$ cat config.mk
export PLATFORM = sky130hd
export DESIGN_NAME = mem_access_unit
export DESIGN_NICKNAME = d
export VERILOG_FILES = /design/src/rtl/mem_access_unit.sv
export SDC_FILE = /design/constraint.sdc
export NUM_CORES = 1
export LEC_CHECK = 0
export BUFFER_PORTS_ARGS = -buffer_cell sky130_fd_sc_hd__buf_2
export CAP_MARGIN = 10
export CELL_PAD_IN_SITES_DETAIL_PLACEMENT = 1
export CELL_PAD_IN_SITES_GLOBAL_PLACEMENT = 2
export CORE_UTILIZATION = 31
export CTS_CLUSTER_DIAMETER = 40
export DETAILED_ROUTE_END_ITERATION = 10
export GPL_TIMING_DRIVEN = 0
export PLACE_DENSITY = 0.79
export SLEW_MARGIN = 20
export SYNTH_ARGS = -nofsm -noshare
export SYNTH_HDL_FRONTEND = slang
export SYNTH_SLANG_ARGS = --single-unit
$ cat constraint.sdc
create_clock -name clk -period 3.1 [get_ports clk]
set_input_delay 0.31 -clock clk [delete_from_list [all_inputs] [get_ports clk]]
set_output_delay 0.31 -clock clk [all_outputs]
set_load 0.05 [all_outputs]
$ cat src/rtl/mem_access_unit.sv
// MEM-stage load/store unit: sizes and aligns accesses onto a 32-bit word bus,
// stalls the pipeline across MIO wait states, and extends load data.
module mem_access_unit #(
  parameter int ADDR_W  = 32,
  parameter int TIMEOUT = 255
) (
  input  logic              clk,
  input  logic              reset,
  input  logic              req_valid,
  input  logic              req_we,
  input  logic [1:0]        req_op,
  input  logic              req_sign,
  input  logic [ADDR_W-1:0] req_addr,
  input  logic [31:0]       req_wdata,
  output logic              stall,
  output logic [31:0]       rdata,
  output logic              resp_valid,
  output logic              misalign,
  output logic              bus_err,
  output logic              bus_req,
  output logic              bus_we,
  output logic [3:0]        bus_be,
  output logic [ADDR_W-1:0] bus_addr,
  output logic [31:0]       bus_wdata,
  input  logic [31:0]       bus_rdata,
  input  logic              bus_ready
);

  localparam int CNT_W = (TIMEOUT > 0) ? $clog2(TIMEOUT + 1) : 1;
  localparam logic [CNT_W-1:0] CNT_LIMIT = CNT_W'(TIMEOUT - 1);

  typedef enum logic [1:0] {IDLE, BUSY, RESP} state_t;

  state_t              state_q, state_d;
  logic [CNT_W-1:0]    cnt_q, cnt_d;
  logic                err_q, err_d;
  logic                mis_q, mis_d;
  logic                we_q, we_d;
  logic [1:0]          op_q, op_d;
  logic                sign_q, sign_d;
  logic [1:0]          off_q, off_d;
  logic [ADDR_W-3:0]   waddr_q, waddr_d;
  logic [3:0]          be_q, be_d;
  logic [31:0]         wdata_q, wdata_d;
  logic [31:0]         rdata_q, rdata_d;
  logic                busy;

  function automatic logic is_misaligned(input logic [1:0] op, input logic [1:0] off);
    case (op)
      2'b00:   return 1'b0;
      2'b01:   return off[0];
      default: return off != 2'b00;
    endcase
  endfunction

  function automatic logic [3:0] lane_mask(input logic [1:0] op, input logic [1:0] off);
    case (op)
      2'b00:   return 4'b0001 << off;
      2'b01:   return off[1] ? 4'b1100 : 4'b0011;
      default: return 4'b1111;
    endcase
  endfunction

  function automatic logic [31:0] replicate(input logic [1:0] op, input logic [31:0] d);
    case (op)
      2'b00:   return {4{d[7:0]}};
      2'b01:   return {2{d[15:0]}};
      default: return d;
    endcase
  endfunction

  function automatic logic [31:0] extend_load(input logic [1:0] op, input logic sgn,
                                              input logic [1:0] off, input logic [31:0] word);
    logic signed [7:0]  b;
    logic signed [15:0] h;
    b = word[{off, 3'b000} +: 8];
    h = off[1] ? word[31:16] : word[15:0];
    case (op)
      2'b00:   return sgn ? {{24{b[7]}}, b} : {24'b0, b};
      2'b01:   return sgn ? {{16{h[15]}}, h} : {16'b0, h};
      default: return word;
    endcase
  endfunction

  function automatic logic [CNT_W-1:0] sat_inc(input logic [CNT_W-1:0] c);
    return (&c) ? c : c + 1'b1;
  endfunction

  always_comb begin
    state_d = state_q;
    cnt_d   = cnt_q;
    err_d   = err_q;
    mis_d   = 1'b0;
    we_d    = we_q;
    op_d    = op_q;
    sign_d  = sign_q;
    off_d   = off_q;
    waddr_d = waddr_q;
    be_d    = be_q;
    wdata_d = wdata_q;
    rdata_d = rdata_q;
    stall   = 1'b0;
    case (state_q)
      IDLE: begin
        if (req_valid) begin
          if (is_misaligned(req_op, req_addr[1:0])) begin
            mis_d = 1'b1;
          end else begin
            we_d    = req_we;
            op_d    = req_op;
            sign_d  = req_sign;
            off_d   = req_addr[1:0];
            waddr_d = req_addr[ADDR_W-1:2];
            be_d    = lane_mask(req_op, req_addr[1:0]);
            wdata_d = replicate(req_op, req_wdata);
            cnt_d   = '0;
            err_d   = 1'b0;
            stall   = 1'b1;
            state_d = BUSY;
          end
        end
      end
      BUSY: begin
        stall = 1'b1;
        if (bus_ready) begin
          rdata_d = extend_load(op_q, sign_q, off_q, bus_rdata);
          state_d = RESP;
        end else if (TIMEOUT != 0 && cnt_q == CNT_LIMIT) begin
          // Ready wins over timeout when both land on the same edge.
          err_d   = 1'b1;
          rdata_d = '0;
          state_d = RESP;
        end else begin
          cnt_d = sat_inc(cnt_q);
        end
      end
      RESP:    state_d = IDLE;
      default: state_d = IDLE;
    endcase
  end

  always_ff @(posedge clk) begin
    if (reset) begin
      state_q <= IDLE;
      cnt_q   <= '0;
      err_q   <= 1'b0;
      mis_q   <= 1'b0;
    end else begin
      state_q <= state_d;
      cnt_q   <= cnt_d;
      err_q   <= err_d;
      mis_q   <= mis_d;
    end
  end

  always_ff @(posedge clk) begin
    we_q    <= we_d;
    op_q    <= op_d;
    sign_q  <= sign_d;
    off_q   <= off_d;
    waddr_q <= waddr_d;
    be_q    <= be_d;
    wdata_q <= wdata_d;
    rdata_q <= rdata_d;
  end

  // Data registers are unreset; outputs are gated by state so they read 0 outside use.
  assign busy       = (state_q == BUSY);
  assign bus_req    = busy;
  assign bus_we     = busy & we_q;
  assign bus_be     = busy ? be_q : 4'b0000;
  assign bus_addr   = busy ? {waddr_q, 2'b00} : '0;
  assign bus_wdata  = (busy && we_q) ? wdata_q : 32'b0;
  assign resp_valid = (state_q == RESP) && !err_q;
  assign bus_err    = (state_q == RESP) && err_q;
  assign rdata      = (state_q == RESP) ? rdata_q : 32'b0;
  assign misalign   = mis_q;

endmodule

**Word level (Yosys, flattened, before mapping)**

Cells that the tools add are included.

- Register bits after elaboration: 116
- Bits in latches: 0
- RAM bits: 0
- ROM bits: 0
- Input port bits: 104
- Output and inout port bits: 106
- Word-level logic and storage cells: 84
- Memories kept: 0

- $add $sub $neg: 1
- Multipliers: 0
- Divide/modulo/power cells: 0
- Magnitude comparators: 0
- Eq/ne operators: 12
- Shift operators: 2
- Mux-type cells: 36
- Bitwise gates (word level): 4
- Reductions and logical operators: 17

Operators by type and width:

| operator | number |
|---|---|
| $mux 32 | 7 |
| $pmux 32 s2 | 2 |
| $mux 8 | 5 |
| $shiftx 32x6->8 | 1 |
| $mux 16 | 1 |
| $pmux 8 s2 | 1 |
| $ne 2x2->1 const B | 5 |
| $mux 1 | 9 |
| $add 8x1->8 const B | 1 |
| $eq 8x8->1 const B | 1 |
| $mux 2 | 4 |
| $mux 4 | 2 |
| $pmux 4 s2 | 1 |
| $reduce_and 8->1 | 1 |
| $eq 2x1->1 const B | 3 |
| $logic_not 2->1 | 3 |
| $pmux 1 s2 | 3 |
| $reduce_and 3->1 | 2 |
| $reduce_and 6->1 | 1 |
| $reduce_bool 2->1 | 3 |
| $reduce_and 5->1 | 1 |
| $pmux 2 s2 | 1 |
| $shl 1x2->4 const A | 1 |
| $logic_and 1x1->1 | 3 |
| 8 further kinds | 10 |

**Depth between registers and ports, before layout**

Gate-level depths: netlist of run 1.

- Depth in word-level cells: 7
- Mapped depth: 6

**Least setup slack after synthesis of run 1**

OpenSTA, ideal clock, no wires.

- Kind: input port to flip-flop
- From: in req_op[1]
- To: reg be_q[0] (enable)
- Data arrival time: 2434 ps
- Setup slack: 240 ps
- Stages: 3
- Path through: nor2_1 o21ai_1 inv_1

- Cells in the longest elaborated chain, start to end: 6

Ends and longest elaborated chain:

| item | line | source |
|---|---|---|
| start: declaration | 11 | `input logic [1:0] req_op,` |
| $eq 2x1->1 / $logic_not 2->1 (equally long branches) | 49 | `case (op)` |
| $pmux 1 s2 (*) | 49 |  |
| $mux 1 (*) | 105 | `if (req_valid) begin` |
| $mux 1 (*) | 103 | `case (state_q)` |
| $not 1->1 (no source line) (*) | -- |  |
| $reduce_and 3->1 (no source line) (*) | -- |  |
| end signal: assignment | 162 | `be_q <= be_d;` |
| end: declaration | 43 | `logic [3:0] be_q, be_d;` |

Mark *: on every way between the ends. The rest lies on a longest branch, timed or not. The select of a mux whose other input is x is not followed.
A chain may end at the register's enable or synchronous reset.

**Worst setup path in the final report of run 1**

- From: reg state_q[1]
- To: out rdata[1]

- Cells in the longest elaborated chain, start to end: 2

Ends and longest elaborated chain:

| item | line | source |
|---|---|---|
| start: declaration | 34 | `state_t state_q, state_d;` |
| start signal: assignment | 149 | `state_q <= state_d;` |
| $eq 2x2->1 | 176 | `assign rdata = (state_q == RESP) ? rdata_q : 32'b0;` |
| $mux 32 | 176 |  |
| end: declaration | 16 | `output logic [31:0] rdata,` |

Every way passes these cells.

==> flow_summary_export.csv, run 1 <==
group,metric,value,unit
outcome,status,"complete, no violations",
grt,grt_pass1_vias,4885,
timing,fin_crit_sh,84.12,%
power_and_ir_drop,sw_frac_of_total,24.70,%
setup_path,crit_type,"flop to primary output",
layout,fin_cells,947,
cts,root_buffer,"clkbuf_16",
timing,worst_slew_pin_slew,1048,ps
synthesis,synthArstFlopShare,0,%
synthesis,synth_top_area_share,55.15,%
power_and_ir_drop,p_per_area,574.1,nW/µm²
floorplanning,fp-row-count,49,
layout,drive_gt1_share,38.77,%
timing,finalSetupViolations,0,
power_and_ir_drop,finalPower,4.373,mW
grt,grt_max_degree,50,
power_and_ir_drop,netSwitchingPower,1.080,mW
synthesis,synth_area_leaders,"edfxtp_1 55%, and2_1 8.3%, mux2_2 4.6%",
timing,rsz0062_at_grt,"false",
drt,first_pass_iters,4,
timing,relSlewSlack,29.84,%
synthesis,synth_area_per_cell,11.87,µm²
layout,final_cell_mix,"211 x buf_2, 104 x edfxtp_1, 75 x and2_1, 51 x nand2_1, 32 x and3_1",
cts,cts_buffer_depth,2,
cts,clkLatencyLatePin,410,ps
cts,path_clk_slew,60,ps
setup_path,start_kind,"flop",
synthesis,ys_seq_elements,116,
timing,final_hold_viol_count,0,
timing,clock.fmax,383.5,MHz
synthesis,ys_seq_area_share,59.39,%
cts,cts_sinks,116,
cts,h-tree-depth,4,
grt,grt_first_pass_wirelength,25.98,mm
run,maxCapViolCount,0,
floorplanning,fp.dieW,137.2,µm
drt,num_vias,4570,
timing,fin_skew,9.972,ps
synthesis,synth_edf_count,104,
setup_path,worstSetupEndpointType,"primary output",
timing,finalMaxSlewViolations,0,
synthesis,syn_area,5663,µm²
cts,cts_setup_buffers,0,
setup_path,reg2reg_slack,730,ps
layout,area_growth,34.49,%
cts,cts_resized,0,
drt,drt_iter0_markers,123,
floorplanning,io_pins,210,
synthesis,syn-instance-count,477,
floorplanning,die_y,137.2,µm
power_and_ir_drop,pwr-share-comb,12.6,%
power_and_ir_drop,max-vdd-ir-drop,351.5,µV
synthesis,synth_ff_type,"edfxtp_1",
synthesis,synth_cell_type_count,48,
setup_path,max_stage_delay,650,ps
setup_path,worstPathCellList,"nor2b_1, clkbuf_1, and2_1, buf_2",
grt,gr-total-overflow,0,
layout,final_common_cell,"buf_2",
layout,nets,811,
floorplanning,core_area,17900,µm²
setup_path,critPathSlowestCell,"nor2b_1",
floorplanning,dieArea,18810,µm²
drt,viasPerCell,4.826,
power_and_ir_drop,clkPwrFrac,45.9,%
timing,fin_ws,492.2,ps
drt,ant_nets,0,
layout,utilization,42.54,%
grt,grt_usage,18.81,%
drt,post-route-drc-count,0,
hold_path,holdCritPathClass,"input pin to flop",
setup_path,required,2790,ps
cts,cts_hold_buf,0,
setup_path,worstPathArrival,2300,ps
place,port_buffers,207,
place,placed_cells,915,
synthesis,yosys.area.top_type,"edfxtp_1",
power_and_ir_drop,p_int,3.293,mW
timing,layout_min_cycle_time,2608,ps
drt,totalWireLength,17.04,mm
drt,post_drt_wl_per_cell,17.99,µm
floorplanning,start_util,31.63,%
place,hpwl,12.98,mm
setup_path,critPathMaxFanout,10,
grt,antenna_found_initial,2,
place,gp_congestion,0.8711,
place,dp_slack,353.8,ps
cts,cts_tree,"built",
synthesis,ys_warn_count,0,
cts,cts_buffers,17,
power_and_ir_drop,pwr-share-seq,41.5,%
power_and_ir_drop,cellLeakagePower,3.386,nW
power by group through the flow:
| stage | Combinational [mW] | Clock (mW) | Sequential (mW) |
|---|---|---|---|
| 2_1_floorplan | 0.348 | 0 | 1.84 |
| 3_3_place_gp | 0.537 | 0 | 1.85 |
| 3_5_place_dp | 0.558 | 0 | 1.85 |
| 4_1_cts | 0.561 | 2.04 | 1.81 |
| 5_1_grt | 0.597 | 2.10 | 1.82 |
| 6_report | 0.553 | 2.01 | 1.81 |
metal layers:
| layer | part of all wire [%] | GRT usage [%] | vias up |
|---|---|---|---|
| met1 | 40 | 20.99 | 2181 |
| met3 | 9.2 | 6.704 | 24 |
| met2 | 48 | 32.04 | 188 |
| met4 | 2.1 | 8.486 | 2 |
| li1 | - | - | 2175 |
| met5 | 0.047 | 0 | - |
synth_stat cells (6+ instances only):
| library cell | instances |
|---|---|
| a21boi_0 | 6 |
| a21boi_1 | 18 |
| a21oi_1 | 18 |
| and2_1 | 75 |
| and3_1 | 32 |
| clkbuf_1 | 23 |
| dfxtp_1 | 12 |
| edfxtp_1 | 104 |
| inv_1 | 7 |
| mux2_2 | 23 |
| mux2i_1 | 16 |
| nand2_1 | 51 |
| nor2_1 | 8 |
| o21ai_0 | 17 |
| or2_2 | 6 |
final cells by class:
class / instances / area (µm²)
Buffer: 31 / 128.9
Antenna cell: 1 / 2.502
Timing Repair Buffer: 208 / 1064
Tap cell: 229 / 286.5
Clock inverter: 14 / 167.7
Inverter: 8 / 32.53
Clock buffer: 17 / 425.4
Sequential cell: 116 / 3363
Multi-Input combinational cell: 323 / 2146
Fill cell: 2012 / 10290
logic make-up (layout without fill, tap and decap cells):
family                     Yosys count  count (layout)  share of synthesized area, %
adders and majority gates            2               2                        0.4418
AOI/OAI and AO/OA                   81              81                         9.456
other                                1               3                       0.06622
DFF                                116             116                         59.39
buffers and inverters               39             278                         2.806
and+or+nand+nor                    197             197                         19.84
muxes                               41              41                         7.998
stage by stage:
| stage | setup TNS, ps | hold slack (ps) | area (µm²) |
|---|---|---|---|
| 3_5_place_dp | 0 | 482.4 | 7020 |
| 6_report | 0 | 62.26 | 7616 |
| 5_1_grt | 0 | 55.79 | 7614 |
| 4_1_cts | 0 | 49.95 | 7614 |
| 2_1_floorplan | 0 | 379.1 | 5667 |
| 3_3_place_gp | -77170 | 465.2 | 6989 |
path summary, 6_finish.rpt:
path                           startpoint  cells past startpoint                        end
setup / recovery  state_q[1]$_SDFFE_PP0P_                      4                   rdata[1]
hold / removal               req_addr[15]                      1      waddr_q[13]$_DFFE_PP_
setup reg to reg       off_q[1]$_DFFE_PP_                      5  rdata_q[11]$_SDFFCE_PN0P_
hold reg to reg     cnt_q[7]$_SDFFE_PP0P_                      2      cnt_q[7]$_SDFFE_PP0P_
sequential cells by signal (all words and copies together), names as in the netlist:
register and cells:
be_q 4, cnt_q 8, err_q 1, misalign 1, off_q 2, op_q 2
rdata_q 32, sign_q 1, state_q 2, waddr_q 30, wdata_q 32, we_q 1
critical path, delay by kind of cell (launching register included):
kind          cells  cell delay, ps
flops             1             440
buf+inv           2             610
simple gates      2             830
(Power assumes the default switching activity.)
==> run 2: changes to the inputs <==
--- a/config.mk
+++ b/config.mk
@@ -9,11 +9,11 @@
 export CAP_MARGIN = 10
 export CELL_PAD_IN_SITES_DETAIL_PLACEMENT = 1
 export CELL_PAD_IN_SITES_GLOBAL_PLACEMENT = 2
-export CORE_UTILIZATION = 31
+export CORE_UTILIZATION = 28
 export CTS_CLUSTER_DIAMETER = 40
 export DETAILED_ROUTE_END_ITERATION = 10
 export GPL_TIMING_DRIVEN = 0
-export PLACE_DENSITY = 0.79
+export PLACE_DENSITY = 0.75
 export SLEW_MARGIN = 20
 export SYNTH_ARGS = -nofsm -noshare
 export SYNTH_HDL_FRONTEND = slang
==> constraint.sdc (replaced) <==
create_clock -name clk -period 2.25 [get_ports clk]
set_input_delay 0.225 -clock clk [delete_from_list [all_inputs] [get_ports clk]]
set_output_delay 0.225 -clock clk [all_outputs]
set_load 0.05 [all_outputs]
==> flow_summary_export.csv, run 2 (synthesis results as in run 1) <==
group,metric,value,unit
setup_path,worstSetupEndpointType,"primary output",
grt,grt_pass1_vias,4971,
cts,root_buffer,"clkbuf_16",
outcome,status,"complete, no violations",
floorplanning,fp-row-count,51,
setup_path,crit_type,"flop to primary output",
layout,area_growth,44.30,%
power_and_ir_drop,p_per_area,749.5,nW/µm²
cts,path_clk_slew,60,ps
place,placed_area,7083,µm²
floorplanning,die_y,144.2,µm
floorplanning,io_pins,210,
timing,finalMaxSlewViolations,0,
setup_path,required,2030,ps
place,hpwl,13.24,mm
grt,grt_max_degree,37,
setup_path,start_kind,"flop",
setup_path,crit_family,"buffers and inverters",
layout,final_cell_mix,"176 x buf_2, 104 x edfxtp_1, 75 x and2_1, 51 x nand2_1",
drt,post_drt_wl_per_cell,17.29,µm
timing,layout_min_cycle_time,2139,ps
drt,viasPerCell,4.640,
timing,final_hold_viol_count,0,
grt,grt_first_pass_wirelength,26.99,mm
layout,stdcell_area,8172,µm²
cts,clkLatencyLatePin,410,ps
grt,antenna_found_initial,1,
setup_path,critPathMaxFanout,10,
floorplanning,dieArea,20800,µm²
run,maxCapViolCount,0,
layout,nets,846,
setup_path,max_stage_delay,370,ps
layout,utilization,41.58,%
setup_path,crit_start,"state_q[1]$_SDFFE_PP0P_",
timing,fin_crit_sh,95.08,%
drt,first_pass_iters,4,
layout,final_common_cell,"buf_2",
layout,nFillCells,2249,
floorplanning,core_area,19650,µm²
cts,h-tree-depth,4,
cts,cts_buffers,17,
setup_path,r2r_start,"off_q[1]$_DFFE_PP_",
setup_path,worstPathArrival,1910,ps
power_and_ir_drop,cellLeakagePower,3.549,nW
timing,finalSetupViolations,0,
floorplanning,start_util,28.81,%
layout,reg_top3,"rdata_q (32), wdata_q (32), waddr_q (30)",
timing,fin_skew,7.159,ps
grt,gr-total-overflow,0,
setup_path,timing.critical_path.buf_inv,3,
hold_path,holdCritPathClass,"input pin to flop",
place,placed_cells,952,
drt,totalWireLength,17.62,mm
floorplanning,fp.dieW,144.2,µm
timing,clock.fmax,467.5,MHz
setup_path,critPathSlowestCell,"dfxtp_1",
drt,ant_nets,0,
drt,num_vias,4728,
layout,drive_gt1_share,40.11,%
layout,fin_cells,1019,
setup_path,worstPathCellList,"nand2b_2, inv_4, clkbuf_4, and3_1, buf_2",
grt,grt_usage,17.47,%
drt,post-route-drc-count,0,
hold_path,min_from,"req_wdata[7]",
timing,worst_slew_pin_slew,1043,ps
timing,rsz0062_at_grt,"true",
place,port_buffers,207,
cts,cts_tree,"built",
drt,drt_iter0_markers,154,
timing,relSlewSlack,30.18,%
power_and_ir_drop,max-vdd-ir-drop,530.7,µV
timing,fin_hold_ws,35.31,ps
timing,fin_setup_tns,0,ps
cts,cts_buffer_depth,2,
place,gp_congestion,0.8205,
cts,cts_sinks,116,
==> run 2: layer usage <==
layer	vias to the layer above	track usage, %	routed length, µm
li1	2243	-	-
met1	2253	20.47	7154
met2	203	29.24	8493
met3	29	5.728	1469
met4	0	7.424	499
met5	-	0	0
==> run 2: power breakdown <==
| group | total (mW) | switching [mW] | internal, mW | leakage [nW] |
|---|---|---|---|---|
| clock network | 2.79 | 1.04 | 1.76 | 0.289 |
| registers | 2.50 | 0.0254 | 2.47 | 1.06 |
| logic | 0.834 | 0.530 | 0.304 | 2.20 |
| total | 6.12 | 1.59 | 4.53 | 3.55 |
==> run 2: metrics by stage <==
step	setup WS [ps]	total power, mW
floorplan	114.6	3.019
global placement	-830.3	3.289
detailed placement	-132.6	3.321
CTS	1.048	6.178
global route	-5.228	6.343
finish	110.8	6.125
==> run 2: cell type report <==
cell class	count	area, µm²	share of cell area [%]
Clock inverter	14	178.9	2.190
Sequential cell	116	3364	41.17
Multi-Input combinational cell	323	2177	26.64
Inverter	8	36.28	0.4440
Buffer	31	152.6	1.868
Clock buffer	18	429.2	5.252
Tap cell	265	331.6	4.058
Timing Repair Buffer	243	1499	18.34
Antenna cell	1	2.502	0.03062
==> run 2: what timing repair did <==
item / in CTS / in global routing
hold buffers: 32 / 0
gates resized for setup: 24 / 40
endpoints found under the hold margin: 32 / 0
endpoints found under the setup margin: 142 / 98
setup buffers: 0 / 2
==> run 2: worst paths after layout <==
| check | depth (start not counted) | slack (ps) | endpoint |
|---|---|---|---|
| hold / removal | 1 | 40 | wdata_q[7]$_DFFE_PP_ |
| setup reg to reg | 5 | 200 | rdata_q[9]$_SDFFCE_PN0P_ |
| setup / recovery | 5 | 110 | bus_wdata[8] |
| hold reg to reg | 2 | 480 | cnt_q[7]$_SDFFE_PP0P_ |
==> run 3: changes to the inputs <==
--- a/config.mk
+++ b/config.mk
@@ -9,11 +9,11 @@
 export CAP_MARGIN = 10
 export CELL_PAD_IN_SITES_DETAIL_PLACEMENT = 1
 export CELL_PAD_IN_SITES_GLOBAL_PLACEMENT = 2
-export CORE_UTILIZATION = 28
+export CORE_UTILIZATION = 33
 export CTS_CLUSTER_DIAMETER = 40
 export DETAILED_ROUTE_END_ITERATION = 10
 export GPL_TIMING_DRIVEN = 0
-export PLACE_DENSITY = 0.75
+export PLACE_DENSITY = 0.83
 export SLEW_MARGIN = 20
 export SYNTH_ARGS = -nofsm -noshare
 export SYNTH_HDL_FRONTEND = slang
==> constraint.sdc (replaced) <==
create_clock -name clk -period 2.6 [get_ports clk]
set_input_delay 0.26 -clock clk [delete_from_list [all_inputs] [get_ports clk]]
set_output_delay 0.26 -clock clk [all_outputs]
set_load 0.05 [all_outputs]
==> flow_summary_export.csv, run 3 (synthesis results as in run 1) <==
group,metric,value,unit
floorplanning,fp-row-count,47,
power_and_ir_drop,p_int,3.720,mW
grt,grt_max_degree,34,
floorplanning,fp.dieW,133.0,µm
setup_path,worstPathArrival,2240,ps
place,port_buffers,207,
setup_path,critPathSlowestCell,"dfxtp_1",
timing,fin_hold_ws,20.31,ps
place,placed_cells,907,
grt,antenna_found_initial,0,
layout,diodes,0,
timing,fin_ws,99.94,ps
drt,num_vias,4771,
timing,layout_min_cycle_time,2500,ps
drt,ant_nets,0,
power_and_ir_drop,sw_frac_of_total,27.76,%
drt,totalWireLength,18.21,mm
layout,utilization,47.40,%
grt,grt_first_pass_wirelength,28.55,mm
timing,fin_crit_sh,96.16,%
setup_path,crit_family,"buffers and inverters",
drt,post_drt_wl_per_cell,18.83,µm
timing,final_hold_viol_count,0,
power_and_ir_drop,cellLeakagePower,3.497,nW
cts,clkLatencyLatePin,420,ps
timing,clock.fmax,400.0,MHz
power_and_ir_drop,p_per_area,652.8,nW/µm²
floorplanning,die_y,133.0,µm
grt,gr-total-overflow,0,
cts,root_buffer,"clkbuf_16",
setup_path,crit_type,"flop to primary output",
layout,nets,840,
place,placed_area,7030,µm²
floorplanning,start_util,34.03,%
drt,post-route-drc-count,0,
layout,area_growth,39.31,%
setup_path,worstSetupEndpointType,"primary output",
cts,cts_sinks,116,
place,hpwl,13.06,mm
floorplanning,dieArea,17690,µm²
place,gp_congestion,0.8174,
hold_path,holdCritPathClass,"input pin to flop",
floorplanning,core_area,16640,µm²
timing,rsz0062_at_grt,"false",
layout,register_area,3363,µm²
power_and_ir_drop,pwr-share-seq,42.0,%
timing,fin_skew,10.62,ps
timing,relSlewSlack,30.28,%
cts,cts_tree,"built",
timing,finalMaxSlewViolations,0,
timing,fin_setup_tns,0,ps
setup_path,start_kind,"flop",
power_and_ir_drop,netSwitchingPower,1.430,mW
cts,path_clk_slew,60,ps
drt,first_pass_iters,4,
cts,cts_buffer_depth,2,
timing,worst_slew_pin_slew,1042,ps
layout,final_cell_mix,"211 x buf_2, 104 x edfxtp_1, 75 x and2_1, 51 x nand2_1, 32 x and3_1",
grt,grt_usage,21.46,%
setup_path,required,2340,ps
setup_path,worstPathCellList,"nand2b_1, inv_2, clkbuf_1, and3_1, buf_2",
place,dp_slack,-153.1,ps
setup_path,timing.critical_path.buf_inv,3,
layout,nFillCells,1871,
cts,cts_setup_buffers,0,
layout,fin_cells,967,
floorplanning,io_pins,210,
layout,final_common_cell,"buf_2",
power_and_ir_drop,finalPower,5.150,mW
power_and_ir_drop,clkPwrFrac,44.3,%
grt,grt_pass1_vias,5279,
drt,viasPerCell,4.934,
drt,drt_iter0_markers,193,
power_and_ir_drop,max-vdd-ir-drop,390.5,µV
run,maxCapViolCount,0,
cts,cts_buffers,17,
timing,finalSetupViolations,0,
setup_path,critPathMaxFanout,10,
cts,h-tree-depth,4,
layout,reg_top3,"rdata_q (32), wdata_q (32), waddr_q (30)",
setup_path,max_stage_delay,380,ps
layout,drive_gt1_share,38.69,%
layout,multiInputGateArea,2148,µm²
outcome,status,"complete, no violations",
power_and_ir_drop,pwr-share-comb,13.8,%
layout,stdcell_area,7889,µm²
## run 3: changes by cell type in the layout (fill, tap and decap cells not counted), sizes merged
cell | before | now
buf | 192 | 217
bufinv | 3 | 1
clkbuf | 68 | 40
diode | 1 | 0
dlygate4sd3 | 32 | 28
inv | 10 | 13
## run 3: final cells by class
class,instances,share of cell area (%)
buffer,31,1.681
clock buffer,17,5.393
clock inverter,15,1.856
inverter,8,0.4282
multi-input combinational,323,27.23
sequential,116,42.63
tap,220,3.489
timing repair buffer,237,17.29
## run 3: timing repair
action,in CTS,in global routing
endpoints found under the setup margin,1,41
hold buffers,28,0
endpoints found under the hold margin,28,0
gates resized for setup,1,5
cloned,0,0
## run 3: metal layers
metal	global-route usage, %	vias up	wire (µm)
met3	9.042	37	1648
li1	-	2240	-
met2	36.47	218	8945
met1	23.46	2276	7195
met5	0	-	0
met4	8.940	0	423
## run 3: path summary, 6_finish.rpt
path	start	to	slack, ps	cells after the start
min reg2reg	cnt_q[7]$_SDFFE_PP0P_	cnt_q[7]$_SDFFE_PP0P_	480	2
min	req_addr[18]	waddr_q[16]$_DFFE_PP_	20	1
max	state_q[1]$_SDFFE_PP0P_	bus_wdata[27]	100	5
max reg2reg	off_q[1]$_DFFE_PP_	rdata_q[12]$_SDFFCE_PN0P_	200	5
## run 3: power by group through the flow
stage	Combinational [mW]	Sequential (mW)	Clock [mW]
floorplan	0.416	2.20	0
global placement	0.639	2.20	0
detailed placement	0.671	2.20	0
CTS	0.708	2.16	2.31
global route	0.758	2.17	2.40
finish	0.708	2.16	2.28
